<file path="src/rtl/des_pkg.sv">
// Shared constants and helpers for the DES key-schedule slice.
//   KEY56_W / HALF_W / SUBKEY_W : PC-1 output, C/D half and subkey widths.
//   SHIFT_SCHED                 : per-round left-rotation amounts for encryption.
//   PC2_TAB                     : PC-2 selection table, 1-indexed from the MSB of C||D.
//   shift_amt()                 : rotation amount for a given direction and round.
//   rotate_half()               : 0/1/2 rotation of a 28-bit half, left or right.
package des_pkg;

  localparam int KEY56_W  = 56;
  localparam int HALF_W   = 28;
  localparam int SUBKEY_W = 48;

  localparam logic [1:0] SHIFT_SCHED [16] = '{
    2'd1, 2'd1, 2'd2, 2'd2, 2'd2, 2'd2, 2'd2, 2'd2,
    2'd1, 2'd2, 2'd2, 2'd2, 2'd2, 2'd2, 2'd2, 2'd1
  };

  localparam int unsigned PC2_TAB [SUBKEY_W] = '{
    14, 17, 11, 24,  1,  5,  3, 28, 15,  6, 21, 10,
    23, 19, 12,  4, 26,  8, 16,  7, 27, 20, 13,  2,
    41, 52, 31, 37, 47, 55, 30, 40, 51, 45, 33, 48,
    44, 49, 39, 56, 34, 53, 46, 42, 50, 36, 29, 32
  };

  typedef enum logic [0:0] {StIdle, StRun} ks_state_e;

  // Decryption walks the encryption schedule backwards; its first step is a
  // zero rotation because C16/D16 equal C0/D0.
  function automatic logic [1:0] shift_amt(input logic dir, input logic [3:0] rnd);
    logic [4:0] idx;
    idx = 5'd16 - {1'b0, rnd};
    if (!dir)             return SHIFT_SCHED[rnd];
    else if (rnd == 4'd0) return 2'd0;
    else                  return SHIFT_SCHED[idx[3:0]];
  endfunction

  // dir = 0: rotate left, dir = 1: rotate right.
  function automatic logic [HALF_W-1:0] rotate_half(input logic [HALF_W-1:0] h,
                                                    input logic [1:0] amt,
                                                    input logic dir);
    logic [HALF_W-1:0] r;
    r = h;
    unique case (amt)
      2'd1:    r = dir ? {h[0], h[HALF_W-1:1]} : {h[HALF_W-2:0], h[HALF_W-1]};
      2'd2:    r = dir ? {h[1:0], h[HALF_W-1:2]} : {h[HALF_W-3:0], h[HALF_W-1:HALF_W-2]};
      default: r = h;
    endcase
    return r;
  endfunction

endpackage

</file>
<file path="src/rtl/des_key_schedule_pc2.sv">
// PC-2 compression permutation, purely combinational.
//   cd     : 56-bit C||D, C in [55:28].
//   subkey : 48-bit round subkey, [47] = PC-2 output bit 1.
module des_key_schedule_pc2
  import des_pkg::*;
(
  input  logic [KEY56_W-1:0]  cd,
  output logic [SUBKEY_W-1:0] subkey
);

  for (genvar i = 0; i < SUBKEY_W; i++) begin : g_bit
    // Table entry n refers to bit n counted from the MSB, i.e. index 56-n.
    localparam int Idx = KEY56_W - int'(PC2_TAB[i]);
    assign subkey[SUBKEY_W-1-i] = cd[Idx];
  end

endmodule

</file>
<file path="src/rtl/des_key_schedule.sv">
// Sequential DES key schedule fed by the PC-1 output.
//   clk, rst_n    : clock, asynchronous active-low reset.
//   start         : load request, taken only while start_ready is high.
//   decrypt       : captured with start; 0 = K1..K16, 1 = K16..K1.
//   pc1_key       : C0 in [55:28], D0 in [27:0].
//   start_ready   : high while idle.
//   subkey_valid  : subkey present; subkey_ready accepts it.
//   subkey, round : current subkey and its handshake index 0..15.
//   done          : one-cycle pulse after the 16th subkey is accepted.
module des_key_schedule
  import des_pkg::*;
(
  input  logic                clk,
  input  logic                rst_n,
  input  logic                start,
  input  logic                decrypt,
  input  logic [KEY56_W-1:0]  pc1_key,
  output logic                start_ready,
  output logic                subkey_valid,
  input  logic                subkey_ready,
  output logic [SUBKEY_W-1:0] subkey,
  output logic [3:0]          round,
  output logic                done
);

  ks_state_e         state_q;
  logic [HALF_W-1:0] c_q, d_q;
  logic [3:0]        round_q;
  logic              dir_q;
  logic              done_q;

  logic [3:0]        round_nxt;
  logic [1:0]        amt_nxt;
  logic [1:0]        amt_load;

  always_comb begin
    round_nxt = round_q + 4'd1;
    amt_nxt   = shift_amt(dir_q, round_nxt);
    amt_load  = shift_amt(decrypt, 4'd0);
  end

  always_ff @(posedge clk or negedge rst_n) begin
    if (!rst_n) begin
      state_q <= StIdle;
      c_q     <= '0;
      d_q     <= '0;
      round_q <= '0;
      dir_q   <= 1'b0;
      done_q  <= 1'b0;
    end else begin
      done_q <= 1'b0;
      unique case (state_q)
        StIdle: begin
          if (start) begin
            c_q     <= rotate_half(pc1_key[KEY56_W-1:HALF_W], amt_load, decrypt);
            d_q     <= rotate_half(pc1_key[HALF_W-1:0], amt_load, decrypt);
            round_q <= '0;
            dir_q   <= decrypt;
            state_q <= StRun;
          end
        end
        StRun: begin
          if (subkey_ready) begin
            if (round_q == 4'd15) begin
              round_q <= '0;
              done_q  <= 1'b1;
              state_q <= StIdle;
            end else begin
              round_q <= round_nxt;
              c_q     <= rotate_half(c_q, amt_nxt, dir_q);
              d_q     <= rotate_half(d_q, amt_nxt, dir_q);
            end
          end
        end
        default: state_q <= StIdle;
      endcase
    end
  end

  assign start_ready  = (state_q == StIdle);
  assign subkey_valid = (state_q == StRun);
  assign round        = round_q;
  assign done         = done_q;

  des_key_schedule_pc2 u_pc2 (
    .cd     ({c_q, d_q}),
    .subkey (subkey)
  );

endmodule

</file>
<file path="config.mk">
export PLATFORM = sky130hd
export DESIGN_NAME = des_key_schedule
export DESIGN_NICKNAME = d
export VERILOG_FILES = /design/src/rtl/des_pkg.sv /design/src/rtl/des_key_schedule_pc2.sv /design/src/rtl/des_key_schedule.sv
export SDC_FILE = /design/constraint.sdc
export NUM_CORES = 1
export LEC_CHECK = 0
export BUFFER_PORTS_ARGS = -buffer_cell sky130_fd_sc_hd__buf_4
export CORE_MARGIN = 4
export CORE_UTILIZATION = 60
export CTS_BUF_LIST = sky130_fd_sc_hd__clkbuf_8
export CTS_CLUSTER_SIZE = 25
export DETAILED_ROUTE_END_ITERATION = 6
export PLACE_DENSITY = 0.88
export SLEW_MARGIN = 10
export SYNTH_ARGS = -nofsm -noshare
export SYNTH_HDL_FRONTEND = slang
export SYNTH_SLANG_ARGS = --single-unit
</file>
<file path="constraint.sdc">
create_clock -name clk -period 8.4 [get_ports clk]
set_input_delay 0.42 -clock clk [delete_from_list [all_inputs] [get_ports clk]]
set_output_delay 0.42 -clock clk [all_outputs]
set_load 0.02 [all_outputs]
</file>
==> metrics.md <==
| Metric | Value |
|---|---|
| CTS tree | `built` |
| Slew margin rel. | `16.3%` |
| Die Span Y | `109 um` |
| Clk root buf | `clkbuf_8` |
| Commonest non-fill, non-tap cell in the layout | `buf_4` |
| Vias in the first global route | `5135` |
| Kind of critical path | `flop to flop` |
| Tmin final | `3.78 ns` |
| Critical R2R Capture | `c_q[6]` |
| Ys Warns | `0` |
| Htree depth | `3` |
| Initial Utilization | `62.3%` |
| Post-synthesis simple-gate area fraction | `12.0%` |
| Global-route wire length before repair | `26300 um` |
| Grt ovf | `0` |
| Initial antenna violation count | `0` |
| Metal2 WL | `7840 um` |
| Syn_area_per_cell | `8.60 um^2` |
| WL met1 | `6850 um` |
| Final WS setup | `4.62 ns` |
| Multiplexer share of the synthesized area | `18.6%` |
| Clk_lat worst skew | `0.36 ns` |
| Inserted Clock Buffers | `9` |
| Hold Buf Count CTS | `0` |
| Required @ worst endpoint | `8.64 ns` |
| Vias post-DR | `5647` |
| GP Congestion | `0.921` |
| Peak Freq | `265 MHz` |
| Number of synthesized register bits | `63` |
| RR Startpoint | `round[0]` |
| Die area | `11900 um^2` |
| Critical Path Start Type | `flop` |
| Compound-Gate Fraction of Synth Area | `30.4%` |
| 1st-pass router iterations | `5` |
| Final setup viols | `0` |
| Largest net degree at the start of global routing | `116` |
| Post-synth design cell area | `6140 um^2` |
| Initial drt markers | `486` |
| Xor and xnor area share after synthesis | `0.570%` |
| Clock Sink Count | `63` |
| Rows | `36` |
| Routed Antenna Nets | `0` |
| Crit path DAT | `4.02 ns` |
| DR DRC count | `0` |
| Share of cells above drive strength 1 | `19.8%` |
| Status | `finished clean` |
| Max-cap violations | `0` |
| Reg area | `1580 um^2` |
| Post-synth top area share | `25.7%` |
| # port buffers | `115` |
| Syn-to-layout area delta | `10.2%` |
| Post-synthesis sequential area ratio | `25.7%` |
| Routed WL | `16500 um` |
| Count of different cell masters after synthesis | `40` |
| Area contributors post-synth | `dfrtp_1 (26%), mux2i_1 (18%), a31o_1 (8.0%)` |
| Buffers inserted during post-CTS setup optimization | `0` |
| Clock-pin slew on the worst setup and hold paths | `0.07 ns` |
| Cells after Synth | `714` |
| Worst min-delay path class | `input port to asynchronous set/reset pin` |
| WHS | `0.179 ns` |
| Largest family of logic cells by synthesized area | `compound AO/OA/AOI/OAI gates` |
| Detail Placement HPWL | `9800 um` |
| Placeable Area | `9860 um^2` |
| Final net count | `778` |
| Fillers | `755` |
| RSZ-0062 raised after global routing | `no` |
| DIE WIDTH | `109 um` |
| Vias/cell | `6.64` |
| Total GRT Usage | `27.1%` |
| Endpoint type of the worst setup path | `flop` |
| Pwr/cell area | `463 nW/um^2` |
| Pwr Total | `3.14 mW` |
| Clk buf depth | `2` |
| Max-slew violations | `0` |
| Slew @ Worst Pin | `1.26 ns` |
| R2R cell count | `8` |
| WL/cell | `19.4 um` |
| Diode count | `0` |
| Final Hold Viols | `0` |
| Post-placement setup slack | `4.77 ns` |
| Post-synthesis net count | `779` |
| Max Used Layer | `met4` |
| Post-cts resize count | `0` |
| Final setup TNS | `0 ns` |
| IO Count | `116` |
| Adder-cell area share of the yosys netlist | `0.815%` |
| Detail Route met3 WL | `1510 um` |
| Peak VDD IR | `0.373 mV` |
| Leak | `3.13 nW` |
| Area of the multi-input gates | `3890 um^2` |
| R2R Setup Slk | `4.62 ns` |
| Most frequent cells in the layout | `buf_4 (116), mux2i_1 (113), nand2_1 (63)` |
| Synth area leader | `dfrtp_1` |
| Skew final | `0.00991 ns` |
| Tcrit/Tclk final | `45.0%` |
| Max Fanout on Critical Path | `112` |
[metal layers]
layer	track usage, %	vias up
li1	-	2666
met1	37.6	2670
met2	42.7	279
met3	5.03	32
met4	9.11	0
met5	0	-
[through the flow]
stage | utilization (%) | cells | cell area, um^2
detailed placement | 66.2 | 835 | 6530
global route | 68.6 | 851 | 6770
floorplan | - | 714 | 6140
global placement | 66.2 | 835 | 6530
finish | 68.6 | 851 | 6770
CTS | 68.6 | 851 | 6770
[worst max-delay path, cell delays in order, from the launching register on]
cell and delay, ns:
dfrtp_1 0.57, inv_1 0.13, ha_1 0.49, and4bb_1 0.27
o21ba_1 0.19, a311oi_2 0.37, a221o_4 1.02, nand4_1 0.23
a31o_1 0.31
[cell usage after synthesis (all sizes together)]
master / count
mux2i: 113
buf: 84
nand2: 64
dfrtp: 63
nand4: 59
o22ai: 58
a21o: 57
a31o: 57
o21a: 56
clkbuf: 44
nand3: 9
inv: 7
o21ai: 6
a21oi: 4
ha: 4
nor2: 4
or3: 3
a221o: 2
nand2b: 2
nor2b: 2
xnor2: 2
xor2: 2
a311oi: 1
a31oi: 1
a41o: 1
and3: 1
and4bb: 1
mux2: 1
nor3: 1
o211ai: 1
o21ba: 1
o221a: 1
o31ai: 1
o41ai: 1
[logic make-up after synthesis]
kind of cell / after synthesis
AOI/OAI and AO/OA: 248
and+or+nand+nor: 146
buffers and inverters: 135
muxes: 114
DFF: 63
xor gates and xnor gates: 4
adders and majority gates: 4
[registers in the layout (all words and copies together), names as in the netlist]
register / cells
c_q: 28
d_q: 28
dir_q: 1
done: 1
round: 4
subkey_valid: 1
[how the worst max path moves through the flow]
| stage | end | from | slack, ns |
|---|---|---|---|
| floorplan | c_q[27] | round[0] | 5.58 |
| global placement | d_q[19] | round[0] | 4.96 |
| detailed placement | d_q[9] | round[0] | 4.77 |
| CTS | d_q[20] | round[0] | 4.72 |
| global route | d_q[13] | round[0] | 4.48 |
| finish | c_q[6] | round[0] | 4.62 |
[power breakdown]
group          switching [mW]  leakage (nW)  internal (mW)
sequential              0.343         0.776          0.458
combinational            1.05          2.23          0.956
clock                   0.130         0.124          0.196
total                    1.53          3.13           1.61
[cell type report]
type,count,share of cell area [%]
Inverter,7,0.388
Multi-Input combinational cell,516,57.4
Clock buffer,9,1.83
Clock inverter,7,1.66
Tap cell,133,2.46
Timing Repair Buffer,116,12.9
Sequential cell,63,23.4
Power figures use the tool's default switching activity.
